File: src/rtl/bcd2bin.sv
// Sequential packed-BCD to binary converter (reverse double-dabble) with a
// start/done handshake and an illegal-digit flag.
module bcd2bin #(
    parameter int unsigned DIGITS = 4,
    parameter int unsigned BIN_W  = 14
) (
    input  logic                  clk,
    input  logic                  reset,
    input  logic                  start,
    input  logic [4*DIGITS-1:0]   bcd_in,
    output logic [BIN_W-1:0]      bin_out,
    output logic                  done,
    output logic                  err,
    output logic                  busy
);

    localparam int unsigned BCD_W = 4 * DIGITS;
    localparam int unsigned CAT_W = BCD_W + BIN_W;
    localparam int unsigned CNT_W = (BIN_W > 1) ? $clog2(BIN_W) : 1;

    typedef enum logic [1:0] {
        IDLE   = 2'd0,
        SHIFT  = 2'd1,
        FINISH = 2'd2
    } state_t;

    state_t             state;
    state_t             next_state;
    logic [BCD_W-1:0]   bcd_reg;
    logic [BCD_W-1:0]   bcd_d;
    logic [BIN_W-1:0]   bin_reg;
    logic [BIN_W-1:0]   bin_d;
    logic [CNT_W-1:0]   cnt;
    logic [CNT_W-1:0]   cnt_d;
    logic               bad;
    logic               bad_d;
    logic [BIN_W-1:0]   bin_out_d;
    logic               err_d;
    logic               done_d;
    logic               busy_d;
    logic [CAT_W-1:0]   shift_cat;

    // Subtract 3 from every digit that reached 8 or more after the shift.
    function automatic logic [BCD_W-1:0] fix_digits(input logic [BCD_W-1:0] v);
        logic [BCD_W-1:0] r;
        r = v;
        for (int i = 0; i < int'(DIGITS); i++) begin
            if (v[4*i +: 4] >= 4'd8) begin
                r[4*i +: 4] = v[4*i +: 4] - 4'd3;
            end
        end
        return r;
    endfunction

    function automatic logic has_bad(input logic [BCD_W-1:0] v);
        logic b;
        b = 1'b0;
        for (int i = 0; i < int'(DIGITS); i++) begin
            if (v[4*i +: 4] > 4'd9) begin
                b = 1'b1;
            end
        end
        return b;
    endfunction

    assign shift_cat = {bcd_reg, bin_reg} >> 1;

    // State register.
    always_ff @(posedge clk or posedge reset) begin
        if (reset) begin
            state <= IDLE;
        end else begin
            state <= next_state;
        end
    end

    // Next-state logic; an illegal operand spends one SHIFT cycle without
    // shifting, giving the error path a fixed two-cycle latency.
    always_comb begin
        next_state = state;
        case (state)
            IDLE:    if (start) next_state = SHIFT;
            SHIFT:   if (bad || (cnt == CNT_W'(BIN_W - 1))) next_state = FINISH;
            FINISH:  next_state = IDLE;
            default: next_state = IDLE;
        endcase
    end

    // Next values for the datapath and the registered outputs.
    always_comb begin
        bcd_d     = bcd_reg;
        bin_d     = bin_reg;
        cnt_d     = cnt;
        bad_d     = bad;
        bin_out_d = bin_out;
        err_d     = err;
        done_d    = 1'b0;
        busy_d    = (next_state != IDLE);
        case (state)
            IDLE: begin
                if (start) begin
                    bcd_d = bcd_in;
                    bin_d = '0;
                    cnt_d = '0;
                    bad_d = has_bad(bcd_in);
                end
            end
            SHIFT: begin
                if (!bad) begin
                    bcd_d = fix_digits(shift_cat[CAT_W-1 -: BCD_W]);
                    bin_d = shift_cat[BIN_W-1:0];
                    cnt_d = cnt + CNT_W'(1);
                end
            end
            FINISH: begin
                done_d    = 1'b1;
                bin_out_d = bad ? '0 : bin_reg;
                err_d     = bad;
            end
            default: ;
        endcase
    end

    // Datapath and output registers.
    always_ff @(posedge clk or posedge reset) begin
        if (reset) begin
            bcd_reg <= '0;
            bin_reg <= '0;
            cnt     <= '0;
            bad     <= 1'b0;
            bin_out <= '0;
            err     <= 1'b0;
            done    <= 1'b0;
            busy    <= 1'b0;
        end else begin
            bcd_reg <= bcd_d;
            bin_reg <= bin_d;
            cnt     <= cnt_d;
            bad     <= bad_d;
            bin_out <= bin_out_d;
            err     <= err_d;
            done    <= done_d;
            busy    <= busy_d;
        end
    end

endmodule

File: config.mk
export PLATFORM = sky130hd
export DESIGN_NAME = bcd2bin
export DESIGN_NICKNAME = d
export VERILOG_FILES = /design/src/rtl/bcd2bin.sv
export SDC_FILE = /design/constraint.sdc
export NUM_CORES = 1
export LEC_CHECK = 0
export ABC_CLOCK_PERIOD_IN_PS = 1950
export BUFFER_PORTS_ARGS = -buffer_cell sky130_fd_sc_hd__buf_2
export CELL_PAD_IN_SITES_DETAIL_PLACEMENT = 1
export CELL_PAD_IN_SITES_GLOBAL_PLACEMENT = 1
export CORE_MARGIN = 2
export CORE_UTILIZATION = 25
export CTS_BUF_LIST = sky130_fd_sc_hd__clkbuf_4 sky130_fd_sc_hd__clkbuf_8
export DETAILED_ROUTE_END_ITERATION = 10
export PLACE_DENSITY_LB_ADDON = 0.08
export SYNTH_ARGS = -nofsm -noshare
export SYNTH_HDL_FRONTEND = slang
export SYNTH_SLANG_ARGS = --single-unit
File: constraint.sdc
create_clock -name clk -period 1.95 [get_ports clk]
set_clock_uncertainty 0.15 [all_clocks]
set_input_delay 0.0975 -clock clk [delete_from_list [all_inputs] [get_ports clk]]
set_output_delay 0.0975 -clock clk [all_outputs]
set_load 0.02 [all_outputs]
==> results of run 1 <==
-- layer usage --
metal / wire [um] / up-vias / part of all wire [%] / track usage, %
met2: 2940 / 16 / 45 / 19.6
met4: 38 / 0 / 0.58 / 3.71
li1: - / 1023 / - / -
met3: 104 / 2 / 1.6 / 1.81
met1: 3520 / 959 / 53 / 18.3
met5: 0 / - / 0 / 0
-- synth_stat cells (2+ instances only) --
cell	count	area, sq um
a21oi_1	9	45.0
a22o_1	2	17.5
a31oi_1	6	37.5
buf_2	4	20.0
buf_6	4	45.0
clkbuf_1	7	26.3
dfrtp_1	54	1350
ha_1	8	100
inv_1	10	37.5
mux2i_1	3	30.0
nand2_1	75	282
nand2b_1	6	37.5
nand3_1	13	65.1
nand4b_1	2	17.5
nor2_1	16	60.1
nor3b_4	2	37.5
o21ai_0	29	145
o22ai_1	3	18.8
xnor2_1	6	52.6
xor2_1	2	17.5
-- kinds of logic after synthesis --
kind of cell / share of synthesized area, %
simple gates: 21.9
flops: 52.9
compound gates: 11.6
buf+inv: 5.78
xor+xnor: 2.74
fa+ha+maj: 3.92
mux: 1.17
-- worst max path at each step --
| stage | end | slack, ns | cells past startpoint |
|---|---|---|---|
| 2_1_floorplan | bad$_DFFE_PP0P_ | 0.39 | 1 |
| 4_1_cts | bcd_reg[7]$_DFFE_PP0P_ | 0.18 | 5 |
| 3_5_place_dp | bcd_reg[7]$_DFFE_PP0P_ | 0.23 | 5 |
| 5_1_grt | bcd_reg[7]$_DFFE_PP0P_ | 0.08 | 5 |
| 6_report | bcd_reg[7]$_DFFE_PP0P_ | 0.21 | 5 |
| 3_3_place_gp | bcd_reg[7]$_DFFE_PP0P_ | 0.20 | 5 |
-- final cells by class --
cell class,instances,share of cell area [%]
flip-flops and latches,54,42.0
multi-input cells,194,32.9
clock inverters,2,1.20
well taps,133,5.17
repair buffers,67,14.9
clock buffers,6,2.56
inverters,11,1.28
-- timing repair --
action                                 CTS  global route
setup endpoints to repair                0             0
hold buffers                            16             0
buffers inserted                         0             0
endpoints found under the hold margin   36             0
-- metrics by stage --
stage | instances | util (%) | instance area (sq um)
3_5_place_dp | 443 | 29.8 | 2940
3_3_place_gp | 443 | 29.8 | 2940
2_1_floorplan | 275 | - | 2560
4_1_cts | 467 | 32.6 | 3220
6_report | 467 | 32.6 | 3220
5_1_grt | 467 | 32.6 | 3220
-- power by group through the flow --
stage	registers [W]	logic (W)	clock network, W
floorplan	0.00166	0.00136	0
finish	0.00172	0.00190	0.000822
detailed placement	0.00175	0.00191	0
global placement	0.00175	0.00190	0
global route	0.00177	0.00214	0.000901
CTS	0.00173	0.00195	0.000862
-- worst max-delay path, cell delays in order, from the launching register on --
cell     delay [ns]
dfrtp_1        0.62
nor3b_4        0.08
nor2_2         0.30
buf_4          0.26
a21oi_1        0.07
o32ai_1        0.13
==> results.sh, run 1 <==
export IMPL_outcome="complete, no violations"
export IMPL_fin_ws_ns=0.214
export IMPL_cts_root_buf="clkbuf_8"
export IMPL_vias_per_cell=4.28
export IMPL_io_pins=36
export IMPL_clockBufferDepth=2
export IMPL_routed_wl_mm=6.60
export IMPL_multi_input_area_sq_um=1060
export IMPL_drv_slew=0
export IMPL_final_hold_violation_count=0
export IMPL_yosys_register_bits=54
export IMPL_grt_overflow_total=0
export IMPL_cp_data_required_time_ns=2.00
export IMPL_synth_yosys_seq_area_share_pct=52.9
export IMPL_synth_top_flop_cell="dfrtp_1"
export IMPL_min_to="bcd_reg[6]$_DFFE_PP0P_"
export IMPL_synth_area_per_cell_sq_um=9.30
export IMPL_worstSetupEndpointType="register"
export IMPL_p_sw_share_pct=41.3
export IMPL_vdd_drop_max_mv=0.491
export IMPL_hold_path_cell_count=3
export IMPL_die_height_um=105
export IMPL_synth_edff_count=0
export IMPL_dr_first_iter_drc_count=65
export IMPL_drive_above_1_share_pct=19.8
export IMPL_async_flop_share_pct=100
export IMPL_grt_max_degree=32
export IMPL_syn_to_final_growth_pct=26.0
export IMPL_r2r_start="state[1]$_DFF_PP0_"
export IMPL_register_area_sq_um=1350
export IMPL_setup_violations_final=0
export IMPL_post_route_period_util_pct=89.0
export IMPL_rows=36
export IMPL_crit_reg2reg_capture="bcd_reg[7]$_DFFE_PP0P_"
export IMPL_netlist_area_sq_um=2560
export IMPL_htree_levels=2
export IMPL_hold_ws_ns=0.0107
export IMPL_worstSkewPairLatency_ns=0.31
export IMPL_rsz0062_at_grt="false"
export IMPL_maxSlewHeadroom_pct=64.7
export IMPL_p_leak_nw=1.55
export IMPL_start_util_pct=25.9
export IMPL_maxCapViolCount=0
export IMPL_portBuffers=35
export IMPL_antenna_found_initial=0
export IMPL_cts_buffers=5
export IMPL_post_cts_resized=0
export IMPL_worst_r2r_cell_count=5
export IMPL_finalSetupTns_ns=0
export IMPL_diodes=0
export IMPL_tritoncts="done"
export IMPL_vias=2000
export IMPL_fp_coreArea_sq_um=9860
export IMPL_clock_power_share_pct=18.5
export IMPL_hold_start="bcd_in[6]"
export IMPL_postSynthCellCount=275
export IMPL_worst_slew_pin_slew_ns=0.528
export IMPL_avgRoutedWirePerCell_um=14.1
export IMPL_grt_pass1_vias=2158
export IMPL_combPwrFrac_pct=42.7
export IMPL_dpl_hpwl_mm=4.75
export IMPL_fmax_mhz=576
export IMPL_critical_path_arrival_ns=1.79
export IMPL_gp_congestion=0.698
export IMPL_grt_pass1_wl_mm=11.2
export IMPL_hold_class="in -> reg"
export IMPL_cts_sinks=54
export IMPL_yosysWarnings=0
export IMPL_drt_pass1_iter_count=4
export IMPL_dieArea_sq_um=11000
export IMPL_largest_register_ffs=16
export IMPL_fin_total_pwr_w=0.00444
export IMPL_startpoint="state[1]$_DFF_PP0_"
export IMPL_r2r_setup_slack_ns=0.21
export IMPL_critical_path_class="reg -> reg"
export IMPL_die_width_um=105
export IMPL_grt_usage_pct=12.6
export IMPL_syn_nets=302
export IMPL_fillCellCount=1163
export IMPL_nets=360
export IMPL_switching_power_w=0.00184
export IMPL_antenna_left=0
export IMPL_powerDensity_nw_per_um2=1380
export IMPL_start_kind="register"
export IMPL_ys_types=34
export IMPL_clk_pin_slew_ns=0.11
export IMPL_p_int_w=0.00261
export IMPL_power_share_sequential_pct=38.8
export IMPL_min_period_ns=1.74
export IMPL_final_cell_mix="nand2_1 (75), dfrtp_1 (54), buf_2 (35)"
export IMPL_drc=0
export IMPL_layout_commonest_cell="nand2_1"
export IMPL_pre_cts_ws_ns=0.229
export IMPL_crit_fanout=14
Power figures use the tool's default switching activity.
==> run 2: changes to the inputs <==
--- a/config.mk
+++ b/config.mk
@@ -14,6 +14,7 @@
 export CTS_BUF_LIST = sky130_fd_sc_hd__clkbuf_4 sky130_fd_sc_hd__clkbuf_8
 export DETAILED_ROUTE_END_ITERATION = 10
 export PLACE_DENSITY_LB_ADDON = 0.08
+export SETUP_SLACK_MARGIN = 0.3
 export SYNTH_ARGS = -nofsm -noshare
 export SYNTH_HDL_FRONTEND = slang
 export SYNTH_SLANG_ARGS = --single-unit
==> run 2 against run 1 <==
Fmax is 5.9% higher. Power is 6.8% higher. Register-to-register slack better by 0.096 ns. First-iteration DRC count is 1.5% lower. Critical path depth stayed put. Core utilization is 1.2 points higher. Sequential cell count stayed put. Clock power hardly changed. Final area is 3.6% higher. Wire length is 4.2% higher. Setup slack better by 0.096 ns. Count of clock-buffer cells in the layout stayed put. Critical endpoint unchanged. Largest cell class unchanged. Highest routed layer unchanged.
==> results.sh, run 2 (synthesis results as in run 1) <==
export IMPL_outcome="complete, no violations"
export IMPL_rows=36
export IMPL_start_util_pct=25.9
export IMPL_antenna_left=0
export IMPL_final_hold_violation_count=0
export IMPL_worst_r2r_cell_count=5
export IMPL_maxCapViolCount=0
export IMPL_grt_pass1_vias=2179
export IMPL_hold_ws_ns=0.0125
export IMPL_worstSetupEndpointType="register"
export IMPL_switching_power_w=0.00195
export IMPL_layout_commonest_cell="nand2_1"
export IMPL_p_int_w=0.00280
export IMPL_worst_slew_pin_slew_ns=0.528
export IMPL_clock_power_share_pct=17.3
export IMPL_routed_wl_mm=6.87
export IMPL_cts_root_buf="clkbuf_8"
export IMPL_fmax_mhz=610
export IMPL_p_leak_nw=1.60
export IMPL_critical_path_arrival_ns=1.69
export IMPL_fin_total_pwr_w=0.00475
export IMPL_io_pins=36
export IMPL_die_height_um=105
export IMPL_cp_slowest_cell="dfrtp_2"
export IMPL_post_route_period_util_pct=84.1
export IMPL_fp_coreArea_sq_um=9860
export IMPL_portBuffers=35
export IMPL_cts_sinks=54
export IMPL_min_period_ns=1.64
export IMPL_powerDensity_nw_per_um2=1420
export IMPL_dr_first_iter_drc_count=64
export IMPL_maxSlewHeadroom_pct=64.7
export IMPL_hold_class="in -> reg"
export IMPL_slowest_delay_ns=0.50
export IMPL_vdd_drop_max_mv=0.521
export IMPL_final_cell_mix="nand2_1 (75), dfrtp_1 (50), buf_2 (35)"
export IMPL_vias_per_cell=4.34
export IMPL_crit_chain="or3b_4, nand2_4, buf_12, a31oi_2, o32ai_1"
export IMPL_cp_data_required_time_ns=2.00
export IMPL_syn_to_final_growth_pct=30.5
export IMPL_finalSetupTns_ns=0
export IMPL_p_sw_share_pct=41.0
export IMPL_gp_congestion=0.698
export IMPL_crit_fanout=8
export IMPL_grt_usage_pct=12.8
export IMPL_antenna_found_initial=0
export IMPL_hold_path_cell_count=3
export IMPL_drive_above_1_share_pct=24.1
export IMPL_largest_register_ffs=16
export IMPL_dpl_hpwl_mm=4.75
export IMPL_die_width_um=105
export IMPL_tritoncts="done"
export IMPL_start_kind="register"
export IMPL_nets=366
export IMPL_htree_levels=2
export IMPL_critical_path_class="reg -> reg"
export IMPL_dieArea_sq_um=11000
export IMPL_setup_violations_final=0
export IMPL_grt_max_degree=32
export IMPL_combPwrFrac_pct=46.3
export IMPL_avgRoutedWirePerCell_um=14.5
export IMPL_rsz0062_at_grt="true"
export IMPL_worstSkewPairLatency_ns=0.31
export IMPL_grt_pass1_wl_mm=11.3
export IMPL_clk_pin_slew_ns=0.11
export IMPL_power_share_sequential_pct=36.4
export IMPL_drv_slew=0
export IMPL_drc=0
export IMPL_clockBufferDepth=2
export IMPL_vias=2054
export IMPL_grt_overflow_total=0
export IMPL_drt_pass1_iter_count=4
export IMPL_diodes=0
export IMPL_cts_buffers=5
## run 2: changes by cell type in the layout (fill, tap and decap cells not counted), sizes merged
cell	previous run	this run
buf	51	56
clkbuf	6	7
## run 2: final cells by class
type / instances / area (sq um)
fill: 1157 / 6530
sequential: 54 / 1360
multi-input combinational: 194 / 1100
timing repair buffer: 73 / 554
tap: 133 / 166
clock buffer: 6 / 82.6
inverter: 11 / 41.3
clock inverter: 2 / 38.8
## run 2: timing repair
item,4_1_cts,5_1_grt
endpoints found under the setup margin,25,24
resized for setup,4,14
cloned,0,1
buffers inserted,3,2
hold buffers,16,0
pin swaps,0,3
endpoints found under the hold margin,36,0
## run 2: routing by layer
| metal | track usage [%] | up-vias | wire length (um) |
|---|---|---|---|
| li1 | - | 1034 | - |
| met1 | 18.4 | 991 | 3570 |
| met2 | 19.9 | 23 | 3090 |
| met3 | 1.81 | 6 | 142 |
| met4 | 3.71 | 0 | 65 |
| met5 | 0 | - | 0 |
## run 2: per-stage QoR
| stage | std cells | utilization (%) | setup slack, ns | area (sq um) |
|---|---|---|---|---|
| floorplan | 275 | - | 0.388 | 2560 |
| detailed placement | 443 | 29.8 | 0.229 | 2940 |
| global placement | 443 | 29.8 | 0.198 | 2940 |
| global route | 473 | 33.8 | 0.240 | 3340 |
| finish | 473 | 33.8 | 0.310 | 3340 |
| CTS | 470 | 33.0 | 0.302 | 3250 |
## run 2: path summary, 6_finish.rpt
check	from	endpoint	slack, ns
worst max-delay path	state[1]$_DFF_PP0_	bcd_reg[7]$_DFFE_PP0P_	0.31
worst min-delay path	bcd_in[6]	bcd_reg[6]$_DFFE_PP0P_	0.01
worst max register to register	state[1]$_DFF_PP0_	bcd_reg[7]$_DFFE_PP0P_	0.31
worst min register to register	bin_out[11]$_DFFE_PP0P_	bin_out[11]$_DFFE_PP0P_	0.34
max in group asynchronous	reset	state[0]$_DFF_PP0_	0.89
min in group asynchronous	reset	bin_out[1]$_DFFE_PP0P_	0.22
## run 2: worst max-delay path, delay by kind of cell (launching register included)
family | cells | cell delay (ns)
compound gates | 2 | 0.21
buf+inv | 1 | 0.12
simple gates | 2 | 0.55
flops | 1 | 0.50
## run 2: power by group through the flow
| stage | registers (W) | logic, W | clock network (W) |
|---|---|---|---|
| floorplan | 0.00166 | 0.00136 | 0 |
| global placement | 0.00175 | 0.00190 | 0 |
| detailed placement | 0.00175 | 0.00191 | 0 |
| CTS | 0.00172 | 0.00202 | 0.000862 |
| global route | 0.00178 | 0.00244 | 0.000901 |
| finish | 0.00173 | 0.00220 | 0.000822 |
